**config.mk**
```make
export PLATFORM = sky130hd
export DESIGN_NAME = memory_access_unit
export DESIGN_NICKNAME = d
export VERILOG_FILES = /design/src/rtl/memory_access_pkg.sv /design/src/rtl/memory_access_unit_load_extender.sv /design/src/rtl/memory_access_unit.sv
export SDC_FILE = /design/constraint.sdc
export NUM_CORES = 1
export LEC_CHECK = 0
export BUFFER_PORTS_ARGS = -buffer_cell sky130_fd_sc_hd__buf_2
export CORE_AREA = 4 4 131 133
export CTS_CLUSTER_DIAMETER = 120
export DETAILED_ROUTE_END_ITERATION = 8
export DIE_AREA = 0 0 135 137
export PLACE_DENSITY = 0.64
export SKIP_CTS_REPAIR_TIMING = 1
export SLEW_MARGIN = 40
export SYNTH_ARGS = -nofsm -noshare
export SYNTH_HDL_FRONTEND = slang
export SYNTH_SLANG_ARGS = --single-unit
```
**constraint.sdc**
```tcl
create_clock -name clock -period 5.34 [get_ports clock]
set_input_delay 1.335 -clock clock [delete_from_list [all_inputs] [get_ports clock]]
set_output_delay 1.335 -clock clock [all_outputs]
set_load 0.02 [all_outputs]
```
**src/rtl/memory_access_pkg.sv**
```systemverilog
// memory_access_pkg: shared state, funct3 encodings and lane helpers for the MEM-stage access unit
package memory_access_pkg;

   typedef enum logic [1:0] {IDLE, ACCESS, DONE} state_t;
   typedef enum logic [1:0] {SIZE_B, SIZE_H, SIZE_W} size_t;

   localparam logic [2:0] FUNCT3_B  = 3'b000;
   localparam logic [2:0] FUNCT3_H  = 3'b001;
   localparam logic [2:0] FUNCT3_W  = 3'b010;
   localparam logic [2:0] FUNCT3_BU = 3'b100;
   localparam logic [2:0] FUNCT3_HU = 3'b101;

   // Any encoding that is not a byte or halfword access behaves as a word access
   function automatic size_t size_of(input logic [2:0] f);
      return f[1:0] == 2'b00 ? SIZE_B : f[1:0] == 2'b01 ? SIZE_H : SIZE_W;
   endfunction

   function automatic logic [3:0] byte_enable(input size_t s, input logic [1:0] a);
      return s == SIZE_B ? 4'b0001 << a : s == SIZE_H ? 4'b0011 << a : 4'b1111;
   endfunction

   function automatic logic misaligned(input size_t s, input logic [1:0] a);
      return s == SIZE_H ? a[0] : s == SIZE_W ? |a : 1'b0;
   endfunction

endpackage

```
**src/rtl/memory_access_unit_load_extender.sv**
```systemverilog
// load_extender: picks the addressed byte/halfword lane of a bus word and sign- or zero-extends it
module load_extender
   import memory_access_pkg::*;
(
   input  logic [31:0] raw,
   input  logic [1:0]  offset,
   input  logic [2:0]  funct3,
   output logic [31:0] result
);

   size_t       size;
   logic [7:0]  lane_byte;
   logic [15:0] lane_half;

   always_comb begin
      size      = size_of(funct3);
      lane_byte = raw[{offset, 3'b000} +: 8];
      lane_half = offset[1] ? raw[31:16] : raw[15:0];
      result    = size == SIZE_B ? {{24{lane_byte[7] & ~funct3[2]}}, lane_byte} :
                  size == SIZE_H ? {{16{lane_half[15] & ~funct3[2]}}, lane_half} : raw;
   end

endmodule

```
**src/rtl/memory_access_unit.sv**
```systemverilog
// memory_access_unit: MEM-stage load/store engine running a req/ready bus handshake and stalling the pipeline
module memory_access_unit
   import memory_access_pkg::*;
#(
   parameter int ADDRESS_WIDTH  = 32,
   parameter int TIMEOUT_CYCLES = 16
) (
   input  logic                     clock,
   input  logic                     reset,
   input  logic                     memoryRead,
   input  logic                     memoryWrite,
   input  logic [2:0]               funct3,
   input  logic [ADDRESS_WIDTH-1:0] address,
   input  logic [31:0]              writeData,
   output logic                     busRequest,
   output logic                     busWrite,
   output logic [ADDRESS_WIDTH-1:0] busAddress,
   output logic [31:0]              busWriteData,
   output logic [3:0]               busByteEnable,
   input  logic                     busReady,
   input  logic [31:0]              busReadData,
   output logic [31:0]              memoryReadData,
   output logic                     pipelineStall,
   output logic                     misalignedFault,
   output logic                     busError
);

   localparam int CW = $clog2(TIMEOUT_CYCLES);
   localparam logic [CW-1:0] LAST = CW'(TIMEOUT_CYCLES - 1);

   state_t                   state, next_state;
   logic [ADDRESS_WIDTH-1:0] address_q;
   logic [2:0]               funct3_q;
   logic [31:0]              write_data_q;
   logic                     write_q;
   logic [CW-1:0]            count;
   logic [31:0]              extended;
   logic                     request, timeout, in_misaligned;
   size_t                    size_q;

   assign request       = memoryRead | memoryWrite;
   assign in_misaligned = misaligned(size_of(funct3), address[1:0]);
   assign timeout       = count == LAST;
   assign size_q        = size_of(funct3_q);

   // Bus fields come only from latched values so they stay stable for the whole handshake
   assign busWrite      = write_q;
   assign busAddress    = {address_q[ADDRESS_WIDTH-1:2], 2'b00};
   assign busByteEnable = byte_enable(size_q, address_q[1:0]);
   assign busWriteData  = size_q == SIZE_B ? {4{write_data_q[7:0]}} :
                          size_q == SIZE_H ? {2{write_data_q[15:0]}} : write_data_q;

   load_extender u_load_extender (
      .raw    (busReadData),
      .offset (address_q[1:0]),
      .funct3 (funct3_q),
      .result (extended)
   );

   always_comb begin
      next_state    = state;
      busRequest    = 1'b0;
      pipelineStall = 1'b0;
      case (state)
         IDLE: begin
            pipelineStall = request;
            next_state    = !request ? IDLE : in_misaligned ? DONE : ACCESS;
         end
         ACCESS: begin
            busRequest    = 1'b1;
            pipelineStall = 1'b1;
            next_state    = (busReady || timeout) ? DONE : ACCESS;
         end
         default: next_state = IDLE;
      endcase
   end

   always_ff @(posedge clock or posedge reset) begin
      if (reset) begin
         state           <= IDLE;
         address_q       <= '0;
         funct3_q        <= '0;
         write_data_q    <= '0;
         write_q         <= 1'b0;
         count           <= '0;
         memoryReadData  <= '0;
         misalignedFault <= 1'b0;
         busError        <= 1'b0;
      end else begin
         state           <= next_state;
         misalignedFault <= 1'b0;
         busError        <= 1'b0;
         if (state == IDLE && request) begin
            address_q       <= address;
            funct3_q        <= funct3;
            write_data_q    <= writeData;
            write_q         <= memoryWrite;
            count           <= '0;
            misalignedFault <= in_misaligned;
         end
         if (state == ACCESS) begin
            count <= count + 1'b1;
            if (busReady) begin
               if (!write_q)
                  memoryReadData <= extended;
            end else if (timeout) begin
               busError       <= 1'b1;
               memoryReadData <= '0;
            end
         end
      end
   end

endmodule

```
# Word-level counts from Yosys, hierarchy flattened
# Cells that the tools add are included.
[word_totals]
reg_bits = 108
input_bits = 104
out_inout_bits = 105
word_cells = 63
[classes]
add_sub_neg = 1
eq_ne = 8
n_shift = 3
n_mux = 28
bitwise = 4
n_reduce_logical = 10
[op_table]
columns = ["op", "n"]
rows = [
  ["32-bit 2-to-1 mux", 7],
  ["32-bit by 6-bit indexed part select with 8-bit output", 1],
  ["16-bit 2-to-1 mux", 1],
  ["4-bit 2-to-1 mux", 4],
  ["2-bit 2-to-1 mux", 7],
  ["2-bit by 1-bit == test with 1-bit output, second input constant", 5],
  ["2-bit logical NOT", 4],
  ["1-bit 2-to-1 mux", 7],
  ["4-bit by 1-bit adder with 4-bit output, second input constant", 1],
  ["4-bit == test, second input constant", 1],
  ["2-bit case mux with 2 select lines", 1],
  ["2-bit nonzero test", 2],
  ["1-bit by 2-bit << shifter with 4-bit output, first input constant", 1],
  ["2-bit by 2-bit << shifter with 4-bit output, first input constant", 1],
  ["3-bit AND reduction", 1],
  ["1-bit bitwise AND", 2],
  ["2-bit == test, second input constant", 1],
  ["2-bit inequality test, second input constant", 1],
  ["1-bit case mux with 2 select lines", 1],
  ["2-bit OR reduction", 1],
  ["1-bit logical AND", 1],
  ["1-bit logical OR", 1],
  ["1-bit NOT", 1],
  ["1-bit bitwise OR", 1],
]

# Depth between registers and ports, before layout
[depth]
ltp_word = 9
depth_mapped = 6
depth_no_buf = 5

# Modules after synthesis
# A second synthesis with hierarchy kept.
[hier_totals]
cells_unflattened = 531
area_unflattened_um2 = 6242.2
[modules_own_cells]
columns = ["module", "n_inst", "cells_each", "area_each_um2", "seq_area_each_um2"]
rows = [
  ["memory_access_unit", 1, 396, 5225.0, 2702.6],
  ["load_extender", 1, 135, 1017.2, 0.0],
]

# Worst setup path before layout
# No wires, ideal clock.
[synth_timing]
path_kind = "input to output"
from = "input memoryWrite"
to = "output pipelineStall"
arrival_ns = 2.145
t_required_ns = 4.005
path_slack_ns = 1.860
stages = 3
n_path_buf = 1
cell_sequence = "o21ai_1 -> clkbuf_1 -> nand2_1"
[synth_via]
elab_chain_len = 2
[synth_lines]
columns = ["element", "line_no", "text"]
rows = [
  ["start, declared", "memory_access_unit.sv:11", "input logic memoryWrite,"],
  ["1-bit bitwise OR", "memory_access_unit.sv:41", "assign request = memoryRead | memoryWrite;"],
  ["1-bit case mux with 2 select lines", "memory_access_unit.sv:64", "case (state)"],
  ["end, declared", "memory_access_unit.sv:23", "output logic pipelineStall,"],
]
# Every way passes these cells.

# Final worst setup path
[layout_timing]
from = "register funct3_q[1]"
to = "output busWriteData[14]"
[layout_via]
elab_chain_len = 5
word_cells_on_any_way = 6
classes_between = "1 x eq/ne; 3 x mux; 2 x reduce/logical"
[layout_lines]
columns = ["element", "line_no", "text"]
rows = [
  ["start, declared", "memory_access_unit.sv:33", "logic [2:0] funct3_q;"],
  ["start signal, assigned", "memory_access_unit.sv:95", "funct3_q <= funct3;"],
  ["2-bit by 1-bit == test with 1-bit output", "memory_access_pkg.sv:15", "return f[1:0] == 2'b00 ? SIZE_B : f[1:0] == 2'b01 ? SIZE_H : SIZE_W;"],
  ["2-bit 2-to-1 mux", "memory_access_pkg.sv:15", ""],
  ["2-bit 2-to-1 mux *", "memory_access_pkg.sv:15", ""],
  ["2-bit logical NOT *", "memory_access_unit.sv:50", "assign busWriteData = size_q == SIZE_B ? {4{write_data_q[7:0]}} :"],
  ["32-bit 2-to-1 mux *", "memory_access_unit.sv:50", ""],
  ["end, declared", "memory_access_unit.sv:18", "output logic [31:0] busWriteData,"],
]
# Every way passes the cells marked *; elsewhere a longest branch is shown, timed or not.

==> metrics.md <==
| Metric | Value |
|---|---|
| Number of vias per cell | 4.73 |
| Vias in the first global route | 4690 |
| Die area | 0.0185 sq mm |
| CP endpoint kind | output pin |
| Layout cell share with drive strength beyond 1 | 32.3% |
| Outcome | completed |
| Critical setup path kind | flop to output pin |
| Yosys top cell area share | 49.2% |
| Gr usage total | 17.9% |
| Most common cell after layout, fill and taps aside | nand2_1 |
| Critical path fanouts, max | 32 |
| Final wirelength | 16200 um |
| Ports | 209 |
| Initial antenna violation count | 2 |
| Routed met3 length | 1350 um |
| Synth Flop Type | dfrtp_1 |
| Max frequency | 304 MHz |
| DP HPWL | 11800 um |
| Via Count | 4768 |
| Final net count | 897 |
| Post-route DRC | 0 |
| Port bufs | 206 |
| Leakage Power | 3.64 nW |
| Number of synthesized flops with an enable pin | 0 |
| Post-synthesis instance area | 0.00549 sq mm |
| Die extent in x | 135 um |
| TritonCTS Buffers | 9 |
| Design Area, Final | 0.00669 sq mm |
| Max VDD drop | 0.000303 V |
| Wire per inst | 16.1 um |
| Routed met1 length | 7350 um |
| Placed cell count | 993 |
| Worst Path Required | 4010 ps |
| Clock transition at path regs | 70 ps |
| Clock buffer depth | 2 |
| Worst setup SP type | flop |
| PwrDens | 663 mW/mm^2 |
| Core area | 0.0158 sq mm |
| First-pass GRT wire length | 25800 um |
| Die height | 137 um |
| Main area contributors after synthesis | dfrtp_1 49%, nand2_1 19%, buf_4 5.5% |
| Uppermost layer routed | met5 |
| Post-DRT Antenna Nets | 0 |
| Synth async-reset ratio | 100% |
| Post-synth cell types | 44 |
| H-tree depth | 3 |
| Synth-to-Final Area Change | 21.8% |
| CTS tree | yes |
| Tmin final | 3280 ps |
| Max-slew headroom | 45.6% |
| Post-Layout Cell Count | 1009 |
| RSZ-0062 raised after global routing | false |
| Worst-Skew Late Latency | 360 ps |
| Max Cap Viol | 0 |
| Routed wl met2 | 7270 um |
| Pin count of the biggest net entering global routing | 71 |
| Clk root buf | clkbuf_16 |
| Max Slew Vio Count | 0 |
| Clock Sinks | 108 |
| Fin. Hold Viols | 0 |
| Total grt overflow | 0 |
| Period utilization | 61.5% |
| Post-synth top area cell | dfrtp_1 |
| Initial core utilization | 34.7% |
| Final Setup Violations | 0 |
| Initial DRT Pass Iterations | 4 |
| Skew final | 15.0 ps |
| Row count | 46 |
| Gpl congestion | 0.795 |
| DP Area | 0.00639 sq mm |
| Sequential share of the synthesized area | 49.2% |
| YS warnings | 0 |
| Worst hold path type | flop to flop |
| Iter 0 DRT Violations | 250 |
| Gate count of the mapped netlist | 641 |
| Seq cells post-synth | 108 |
| Setup TNS | 0 ps |
| Average cell area after synthesis | 8.57 sq um |
| # diodes | 0 |
| Worst Tran Pin Value | 813 ps |
| Arrival @ worst endpoint | 1950 ps |
| Commonest non-fill, non-tap cells in the layout | 275 x nand2_1, 206 x buf_2, 105 x dfrtp_1 |
-- sequential cells by signal (all words and copies together) (netlist names) --
name             count
address_q           32
busError             1
busWrite             1
funct3_q             3
memoryReadData      32
misalignedFault      1
state                2
count                4
write_data_q        32
-- layer usage --
layer	global-route usage, %	vias up
met5	0	-
met3	5.99	22
met4	4.54	4
met2	27.6	179
met1	24.3	2222
li1	-	2341
-- per-stage QoR --
stage | hold WS, ps | total power [W] | utilization [%] | setup WS, ps
after global placement | 453 | 0.00378 | 40.3 | 1910
after floorplan | 440 | 0.00322 | - | 1160
final | 469 | 0.00443 | 42.2 | 2060
after detailed placement | 456 | 0.00381 | 40.4 | 1990
after global routing | 491 | 0.00478 | 42.2 | 1910
after CTS | 474 | 0.00448 | 42.2 | 1580
-- synthesized netlist by cell type (all sizes together), types with 7 or more instances --
cell and number:
o211ai 7, buf 52, mux2i 27, mux2 8, nand2 275, nor2 25
a32o 7, dfrtp 108, a211oi 7, nand3 11, a21oi 10, o21ai 33
clkbuf 24, and2 7
-- worst max-delay path, stage by stage (launching register included) --
cell     delay (ps)
dfrtp_2         710
or2_2           520
nand2_1         110
nand2_1          80
buf_2           170
-- worst paths after layout --
| check | startpoint | to | slack (ps) | depth (start not counted) |
|---|---|---|---|---|
| worst max-delay path | funct3_q[1] | busWriteData[14] | 2060 | 4 |
| worst min-delay path | address_q[30] | address_q[30] | 470 | 2 |
| worst max register to register | state[0] | address_q[0] | 3120 | 5 |
| worst min register to register | address_q[30] | address_q[30] | 470 | 2 |
| max in group asynchronous | reset | funct3_q[1] | 3620 | 3 |
| min in group asynchronous | reset | address_q[31] | 1170 | 3 |
-- power by group --
| group | leakage [nW] | internal [W] | total [W] | switching (W) |
|---|---|---|---|---|
| logic | 2.16 | 0.000772 | 0.00223 | 0.00146 |
| registers | 1.34 | 0.00119 | 0.00154 | 0.000346 |
| clock network | 0.136 | 0.000327 | 0.000664 | 0.000337 |
-- cell type report --
type | count | area, sq um
Fill cell | 1616 | 9140
Sequential cell | 108 | 2710
Multi-Input combinational cell | 453 | 2330
Timing Repair Buffer | 211 | 1070
Tap cell | 216 | 270
Clock buffer | 9 | 225
Clock inverter | 7 | 66.3
Inverter | 5 | 21.3
-- cell families (layout without fill, tap and decap cells) --
group,Yosys count,after routing,share of synthesized area (%)
xor gates and xnor gates,1,1,0.160
and+or+nand+nor,331,331,24.1
adders and majority gates,5,5,1.14
DFF,108,108,49.2
buffers and inverters,81,232,8.77
AOI/OAI and AO/OA,78,78,9.59
muxes,36,36,6.97
other,1,2,0.0683
(Power assumes the default switching activity.)
